==> config.mk <==
export PLATFORM = sky130hd
export DESIGN_NAME = udp_echo_responder
export DESIGN_NICKNAME = d
export VERILOG_FILES = /design/src/rtl/udp_echo_responder.sv
export SDC_FILE = /design/constraint.sdc
export NUM_CORES = 1
export LEC_CHECK = 0
export CORE_MARGIN = 8
export CORE_UTILIZATION = 30
export CTS_BUF_LIST = sky130_fd_sc_hd__clkbuf_16
export CTS_CLUSTER_DIAMETER = 150
export CTS_CLUSTER_SIZE = 16
export DETAILED_ROUTE_END_ITERATION = 8
export PLACE_DENSITY_LB_ADDON = 0.3
export SETUP_SLACK_MARGIN = 0.1
export SYNTH_ARGS = -nofsm -noshare
export SYNTH_HDL_FRONTEND = slang
export SYNTH_SLANG_ARGS = --single-unit
==> constraint.sdc <==
create_clock -name clk -period 3.85 [get_ports clk]
set_input_delay 0.5775 -clock clk [delete_from_list [all_inputs] [get_ports clk]]
set_output_delay 0.5775 -clock clk [all_outputs]
set_load 0.02 [all_outputs]
==> src/rtl/udp_echo_responder.sv <==
// UDP echo responder: swaps addresses/ports of datagrams sent to LOCAL_PORT and
// re-emits the payload one byte per cycle. Optional drop counter: UDP_ECHO_DROP_CNT_EN.
module udp_echo_responder #(
  parameter logic [15:0] LOCAL_PORT = 16'd1234,
  parameter logic [7:0]  ECHO_TTL   = 8'd64
) (
  input  logic        clk,
  input  logic        rst,

  input  logic        s_udp_hdr_valid,
  output logic        s_udp_hdr_ready,
  input  logic [31:0] s_udp_ip_source_ip,
  input  logic [31:0] s_udp_ip_dest_ip,
  input  logic [15:0] s_udp_source_port,
  input  logic [15:0] s_udp_dest_port,
  input  logic [15:0] s_udp_length,

  input  logic [63:0] s_udp_payload_axis_tdata,
  input  logic [7:0]  s_udp_payload_axis_tkeep,
  input  logic        s_udp_payload_axis_tvalid,
  output logic        s_udp_payload_axis_tready,
  input  logic        s_udp_payload_axis_tlast,
  input  logic        s_udp_payload_axis_tuser,

  output logic        m_udp_hdr_valid,
  input  logic        m_udp_hdr_ready,
  output logic [5:0]  m_udp_ip_dscp,
  output logic [1:0]  m_udp_ip_ecn,
  output logic [7:0]  m_udp_ip_ttl,
  output logic [31:0] m_udp_ip_source_ip,
  output logic [31:0] m_udp_ip_dest_ip,
  output logic [15:0] m_udp_source_port,
  output logic [15:0] m_udp_dest_port,
  output logic [15:0] m_udp_length,
  output logic [15:0] m_udp_checksum,

  output logic [7:0]  m_udp_payload_axis_tdata,
  output logic [7:0]  m_udp_payload_axis_tkeep,
  output logic        m_udp_payload_axis_tvalid,
  input  logic        m_udp_payload_axis_tready,
  output logic        m_udp_payload_axis_tlast,
  output logic        m_udp_payload_axis_tuser
`ifdef UDP_ECHO_DROP_CNT_EN
  ,
  output logic [15:0] drop_count
`endif
);

  localparam logic [1:0] ST_IDLE    = 2'd0;
  localparam logic [1:0] ST_DROP    = 2'd1;
  localparam logic [1:0] ST_HDR     = 2'd2;
  localparam logic [1:0] ST_PAYLOAD = 2'd3;

  logic [1:0]  state_q, state_d;
  logic        hdr_ready_q, hdr_ready_d;
  logic [31:0] src_ip_q, src_ip_d, dst_ip_q, dst_ip_d;
  logic [15:0] src_port_q, src_port_d, dst_port_q, dst_port_d;
  logic [15:0] length_q, length_d;
  logic [7:0]  ttl_q, ttl_d;
  logic [63:0] data_q, data_d;
  logic [7:0]  keep_q, keep_d;
  logic        last_q, last_d, user_q, user_d, in_done_q, in_done_d;

  logic hdr_hs_s, out_valid_s, out_hs_s, final_byte_s, frame_end_s;
  logic pl_ready_s, s_ready_s, pl_in_hs_s, drop_end_s;

  // Handshake decode; the holding register drains lane 0 first, so keep_q[0]
  // marks a pending byte and a clear keep_q[1] marks the beat's final byte.
  always_comb begin
    hdr_hs_s     = s_udp_hdr_valid && hdr_ready_q;
    out_valid_s  = keep_q[0];
    out_hs_s     = out_valid_s && m_udp_payload_axis_tready;
    final_byte_s = !keep_q[1];
    frame_end_s  = out_hs_s && final_byte_s && last_q;
    pl_ready_s   = (state_q == ST_PAYLOAD) && !in_done_q &&
                   (!out_valid_s || (out_hs_s && final_byte_s));
    s_ready_s    = pl_ready_s || (state_q == ST_DROP);
    pl_in_hs_s   = pl_ready_s && s_udp_payload_axis_tvalid;
    drop_end_s   = (state_q == ST_DROP) && s_udp_payload_axis_tvalid && s_udp_payload_axis_tlast;
  end

  // Next-state logic for the FSM and the swapped reply header
  always_comb begin
    state_d    = state_q;
    src_ip_d   = src_ip_q;
    dst_ip_d   = dst_ip_q;
    src_port_d = src_port_q;
    dst_port_d = dst_port_q;
    length_d   = length_q;
    ttl_d      = ttl_q;
    case (state_q)
      ST_IDLE: begin
        if (hdr_hs_s && (s_udp_dest_port == LOCAL_PORT)) begin
          state_d    = ST_HDR;
          src_ip_d   = s_udp_ip_dest_ip;
          dst_ip_d   = s_udp_ip_source_ip;
          src_port_d = s_udp_dest_port;
          dst_port_d = s_udp_source_port;
          length_d   = s_udp_length;
          ttl_d      = ECHO_TTL;
        end else if (hdr_hs_s) begin
          state_d = ST_DROP;
        end else begin
          state_d = ST_IDLE;
        end
      end
      ST_DROP: begin
        if (drop_end_s) state_d = ST_IDLE;
        else            state_d = ST_DROP;
      end
      ST_HDR: begin
        if (m_udp_hdr_ready) state_d = ST_PAYLOAD;
        else                 state_d = ST_HDR;
      end
      ST_PAYLOAD: begin
        if (frame_end_s) state_d = ST_IDLE;
        else             state_d = ST_PAYLOAD;
      end
      default: state_d = ST_IDLE;
    endcase
    hdr_ready_d = (state_d == ST_IDLE);
  end

  // Holding register: shift out one byte per handshake, reload on an accepted beat.
  // An empty tlast beat becomes a single 8'h00 byte so the frame still terminates.
  always_comb begin
    in_done_d = in_done_q;
    if (out_hs_s) begin
      data_d = {8'h00, data_q[63:8]};
      keep_d = {1'b0, keep_q[7:1]};
      last_d = last_q;
      user_d = user_q;
    end else begin
      data_d = data_q;
      keep_d = keep_q;
      last_d = last_q;
      user_d = user_q;
    end
    if (pl_in_hs_s) begin
      in_done_d = s_udp_payload_axis_tlast;
      if (s_udp_payload_axis_tkeep != 8'h00) begin
        data_d = s_udp_payload_axis_tdata;
        keep_d = s_udp_payload_axis_tkeep;
        last_d = s_udp_payload_axis_tlast;
        user_d = s_udp_payload_axis_tuser;
      end else if (s_udp_payload_axis_tlast) begin
        data_d = 64'h0000_0000_0000_0000;
        keep_d = 8'h01;
        last_d = 1'b1;
        user_d = s_udp_payload_axis_tuser;
      end else begin
        in_done_d = 1'b0;
      end
    end else if (frame_end_s) begin
      in_done_d = 1'b0;
      last_d    = 1'b0;
      user_d    = 1'b0;
    end else begin
      in_done_d = in_done_q;
    end
  end

  // State, header and holding-register flops
  always_ff @(posedge clk or negedge rst) begin
    if (!rst) begin
      state_q     <= ST_IDLE;
      hdr_ready_q <= 1'b0;
      src_ip_q    <= 32'h0000_0000;
      dst_ip_q    <= 32'h0000_0000;
      src_port_q  <= 16'h0000;
      dst_port_q  <= 16'h0000;
      length_q    <= 16'h0000;
      ttl_q       <= 8'h00;
      data_q      <= 64'h0000_0000_0000_0000;
      keep_q      <= 8'h00;
      last_q      <= 1'b0;
      user_q      <= 1'b0;
      in_done_q   <= 1'b0;
    end else begin
      state_q     <= state_d;
      hdr_ready_q <= hdr_ready_d;
      src_ip_q    <= src_ip_d;
      dst_ip_q    <= dst_ip_d;
      src_port_q  <= src_port_d;
      dst_port_q  <= dst_port_d;
      length_q    <= length_d;
      ttl_q       <= ttl_d;
      data_q      <= data_d;
      keep_q      <= keep_d;
      last_q      <= last_d;
      user_q      <= user_d;
      in_done_q   <= in_done_d;
    end
  end

`ifdef UDP_ECHO_DROP_CNT_EN
  logic [15:0] drop_count_q, drop_count_d;

  // Saturating count of datagrams discarded for a foreign destination port
  always_comb begin
    if (drop_end_s && (drop_count_q != 16'hFFFF)) drop_count_d = drop_count_q + 16'd1;
    else                                          drop_count_d = drop_count_q;
  end

  // Drop counter flop
  always_ff @(posedge clk or negedge rst) begin
    if (!rst) drop_count_q <= 16'h0000;
    else      drop_count_q <= drop_count_d;
  end

  assign drop_count = drop_count_q;
`endif

  assign s_udp_hdr_ready           = hdr_ready_q;
  assign s_udp_payload_axis_tready = s_ready_s;
  assign m_udp_hdr_valid           = (state_q == ST_HDR);
  assign m_udp_ip_dscp             = 6'd0;
  assign m_udp_ip_ecn              = 2'd0;
  assign m_udp_ip_ttl              = ttl_q;
  assign m_udp_ip_source_ip        = src_ip_q;
  assign m_udp_ip_dest_ip          = dst_ip_q;
  assign m_udp_source_port         = src_port_q;
  assign m_udp_dest_port           = dst_port_q;
  assign m_udp_length              = length_q;
  assign m_udp_checksum            = 16'h0000;
  assign m_udp_payload_axis_tdata  = data_q[7:0];
  assign m_udp_payload_axis_tkeep  = 8'h01;
  assign m_udp_payload_axis_tvalid = out_valid_s;
  assign m_udp_payload_axis_tlast  = out_valid_s && final_byte_s && last_q;
  assign m_udp_payload_axis_tuser  = out_valid_s && final_byte_s && last_q && user_q;

endmodule

**Word-level counts from Yosys, hierarchy flattened**

Cells that the tools add are included.

- Eq/ne operators: 5
- Multiplexer cells: 24
- Reductions and logical operators: 24

Operators by type and width:

| cell | number |
|---|---|
| 64-bit two-way mux | 4 |
| 8-bit two-way mux | 4 |
| 16-bit by 11-bit == test with 1-bit output (second input constant) | 1 |
| 1-bit logical AND | 13 |
| 1-bit two-way mux | 13 |
| 2-bit one-hot mux with 4 select lines | 1 |
| 8-bit nonzero test | 1 |
| 2-bit == test (second input constant) | 2 |
| 2-bit logical NOT | 2 |
| 2-bit two-way mux | 2 |
| 2-bit AND reduction | 2 |
| 1-bit logical NOT | 3 |
| 3-bit by 2-bit inequality test with 1-bit output (second input constant) | 1 |
| 2-bit by 1-bit == test with 1-bit output (second input constant) | 1 |
| 1-bit logical OR | 2 |
| 2-bit nonzero test | 1 |

- Register bits: 191

**Logic depth before layout (Yosys ltp)**

- Depth in word-level cells: 7
- Depth in mapped cells: 6
- Mapped depth without buffers: 4

**Worst setup path before layout**

OpenSTA, ideal clock, no wires.

- Path kind: register to output
- Start: register keep_q[0]
- End: output port m_udp_payload_axis_tuser
- Arrival time: 1.423 ns
- Required time: 3.273 ns
- Setup slack: 1.850 ns
- Cell stages (with the launch flop): 3
- Buffers on the path: 0
- Cells stage by stage: dfrtp_1 > nor3b_1 > and2_1

- Cells in the longest elaborated chain, start to end: 3

Ends and longest elaborated chain:

| item | RTL line | RTL |
|---|---|---|
| from (decl) | 61 | `logic [7:0] keep_q, keep_d;` |
| from (signal assigned) | 189 | `keep_q <= keep_d;` |
| 1-bit logical AND (2 in series) | n/a |  |
| net m_udp_payload_axis_tlast | 41 | `output logic m_udp_payload_axis_tlast,` |
| 1-bit logical AND | 230 | `assign m_udp_payload_axis_tuser = out_valid_s && final_byte_s && last_q && user_q;` |
| to (decl) | 42 | `output logic m_udp_payload_axis_tuser` |

The timed path passes the listed nets, and every way through them passes these cells.

**Worst setup path after layout**

- Start: input port m_udp_payload_axis_tready
- End: output port s_udp_payload_axis_tready

- Cells in the longest elaborated chain, start to end: 5

Ends and longest elaborated chain:

| item | RTL line | RTL |
|---|---|---|
| from (decl) | 40 | `input logic m_udp_payload_axis_tready,` |
| 1-bit logical AND | 72 | `out_hs_s = out_valid_s && m_udp_payload_axis_tready;` |
| 1-bit logical AND | 76 | `(!out_valid_s \|\| (out_hs_s && final_byte_s));` |
| 1-bit logical OR | 76 |  |
| 1-bit logical AND | 75 | `pl_ready_s = (state_q == ST_PAYLOAD) && !in_done_q &&` |
| 1-bit logical OR | 77 | `s_ready_s = pl_ready_s \|\| (state_q == ST_DROP);` |
| to (decl) | 21 | `output logic s_udp_payload_axis_tready,` |

No other way between the ends.

==> impl_results.md <==
* Met2 wire length at around 12 mm
* Total gr overflow at 0
* Number of flops mapped to enable cells by yosys at 0
* Async set-reset flop share out of synthesis at 100.0%
* CP Max Fanout at 2
* Period utilization at a little under three quarters
* PD cells at between 300 and 400 nW/um^2
* Slew margin rel. at between 40 and 50%
* Metal1 wirelength at 9.310 mm
* Area after DPL at 11370 sq um
* Post-Route WL at 23.22 mm
* Cell Rows at 60
* H-tree lvl count at 4
* Status: complete, no violations
* Post_cts resized at 0
* Flops & latches, synth at 191
* GRT Overall Usage at 14.30%
* Ys flop type: dfrtp_1
* Worst-Margin Slew at a little over 0.8 ns
* Post-Layout Cell Count at 1230
* Maximum clock frequency at 363.2 MHz
* Total core area at 26730 sq um
* RSZ-0062 raised after global routing: no
* Largest net degree at the start of global routing at 97
* CTS root buf: clkbuf_16
* Net count reported at finish at 1065
* Latest clock arrival within the worst-skew pair at roughly 0.42 ns
* CTS clock-pin slew for the worst setup and hold paths at 0.08 ns
* Sw frac at 25.13%
* Synth-to-Final Area Change at 48.03%
* Die Ht at 180.3 um
* Hold_buf cts at 0
* Sequential fraction of design power at 48.0%
* IO buf count at 318
* I/O Pins at 358
* Pre-antenna DRT Iters at 4
* Vias in the first global route at around 6000
* Placed insts at 1195
* Max-cap viol count at 0
* Synth top area share at 59.00%
* Clk pwr share at 43.7%
* Synth area leaders: dfrtp_1 (59%), mux2_2 (7.8%), mux2i_1 (7.7%), o2bb2ai_1 (6.1%), mux2_1 (5.6%)
* Synth unique cells at 39
* Internal cell power at 0.003166 W
* Synth warn at 0
* CTS sink cnt at 191
* Hold Vio Cnt, Final at 0
* Syn Std Cell Area at between 8000 and 9000 sq um
* Final instance area at 11990 sq um
* Post-layout min period at 2.753 ns
* Peak supply drop at 0.2587 mV
* Postcts setup bufs at 0
* Starting density of the core at between 30% and 40%
* CP Capture Type: output port
* Min-delay worst type: in2async
* CTS Buf Count at 17
* Crit path kind: in2out
* Layout cell share with drive strength beyond 1 at between 10% and 20%
* CTS tree: built
* Metal3 WL at 1.938 mm
* Critical path startpoint category: input pin
* Highest routed layer: met4
* Pins Over Slew Limit at 0
* Placed wire-length estimate at 17.34 mm
* Clock skew at ~0.013 ns
* Syn avg cell area at 14.19 sq um
* Synth Instances at 571
* Sum Neg Setup Slack at 0 ns
* Initial antenna violation count at 3
* Initial DRC count at about 340
* Clock buffer depth at 2
* Part of the power in combinational logic at 8.4%
* Sw Pwr at 0.001063 W
* Post-DRT Antenna Nets at 0
* Die X at 180.3 um
* # setup viols final at 0
* WL per Instance at 18.88 um
* Required time worst endpoint at ~3.3 ns
* LEAKAGE at 5.787 nW
* CP arrival at ~2.2 ns
* Routed via count at 5600
* Global-route wire length before repair at roughly 37 mm
* GPL Wtd Cong at 0.7340
* DRC viols at 0
* Post-DR vias/cell at 4.553
* Yosys top cell by area: dfrtp_1
* Die area at 32520 sq um
* Register area share after synthesis at 59.00%
[layer usage]
layer	global-route usage, %	vias to the layer above
li1	-	2597
met1	16.14	2778
met2	24.27	213
met3	6.008	12
met4	4.431	0
met5	0	-
[stage by stage]
step           hold WS (ns)  utilization (%)  setup WS (ns)  power, W
5_1_grt              0.2647            44.87          1.025  0.004403
4_1_cts              0.2518            44.85          1.091  0.004300
2_1_floorplan        0.2819                -          1.850  0.002174
3_3_place_gp         0.4494            42.53         0.6663  0.002424
3_5_place_dp         0.4515            42.53         0.6636  0.002425
6_report             0.2118            44.87          1.097  0.004228
[power groups by stage]
stage          Clock (W)  Combinational (W)  Sequential (W)
2_1_floorplan          0           0.000102         0.00207
3_3_place_gp           0           0.000355         0.00207
5_1_grt          0.00199           0.000387         0.00203
3_5_place_dp           0           0.000357         0.00207
4_1_cts          0.00191           0.000359         0.00203
6_report         0.00185           0.000354         0.00203
[kinds of logic after synthesis]
group | share of synthesized area, %
and+or+nand+nor | 3.846
muxes | 21.00
DFF | 59.00
other | 0.09270
AOI/OAI and AO/OA | 8.695
buffers and inverters | 7.367
[area by class of cell]
class,count,area [sq um]
inverter,2,7.507
fill,2443,14730
multi-input combinational,334,2874
sequential,191,4780
timing repair buffer,327,3279
clock inverter,15,192.7
tap,341,426.7
antenna,3,7.507
clock buffer,17,425.4
[critical path, cell delays in order]
cell	delay (ns)
clkdlybuf4s50_1	0.53
nand2b_1	0.10
nand2_1	0.10
nand2b_1	0.06
a21oi_1	0.15
clkdlybuf4s50_1	0.65
[worst paths after layout]
check	start	to	slack [ns]	depth (start not counted)
min reg2reg	m_udp_source_port[6]$_DFFE_PN0P_	m_udp_source_port[6]$_DFFE_PN0P_	0.47	1
max in group asynchronous	rst	data_q[58]$_DFF_PN0_	2.62	2
min in group clk	m_udp_source_port[6]$_DFFE_PN0P_	m_udp_source_port[6]$_DFFE_PN0P_	0.47	1
min	rst	data_q[60]$_DFF_PN0_	0.21	1
max	m_udp_payload_axis_tready	s_udp_payload_axis_tready	1.10	6
max reg2reg	keep_q[1]$_DFF_PN0_	data_q[59]$_DFF_PN0_	1.52	6
[placed cells by master, fill, tap and decap left out, drive strengths merged, types with 4 or more instances in the layout]
cell type | Yosys | final
inv | 2 | 9
clkinv | 0 | 5
mux2i | 62 | 62
and2 | 13 | 13
nand2 | 13 | 13
nor2 | 4 | 4
o2bb2ai | 56 | 56
clkdlybuf4s50 | 0 | 317
conb | 2 | 39
nand2b | 9 | 9
a32o | 9 | 9
mux2 | 96 | 96
dfrtp | 191 | 191
o21ai | 10 | 10
clkbuf | 4 | 18
buf | 77 | 9
[synth_stat cells, types with 2 or more instances]
master,n
and2_1,13
nand2_1,13
mux2_1,40
nor2_1,3
buf_4,58
buf_2,12
dfrtp_1,191
mux2_2,56
conb_1,2
a32o_1,9
o21ai_0,4
buf_8,4
o31ai_1,2
o2bb2ai_1,56
mux2i_1,62
clkbuf_1,4
o21ai_1,5
nor4bb_1,2
nand3_1,2
nor4_1,3
o211ai_1,2
buf_1,2
nand2b_1,9
inv_1,2
[state kept, by name, indices dropped and copies added (netlist names)]
name                cells
in_done_q               1
user_q                  1
last_q                  1
state_q                 2
keep_q                  8
m_udp_ip_dest_ip       32
m_udp_source_port      16
m_udp_ip_ttl            1
data_q                 64
m_udp_length           16
m_udp_ip_source_ip     32
m_udp_dest_port        16
s_udp_hdr_ready         1
(Power assumes the default switching activity.)
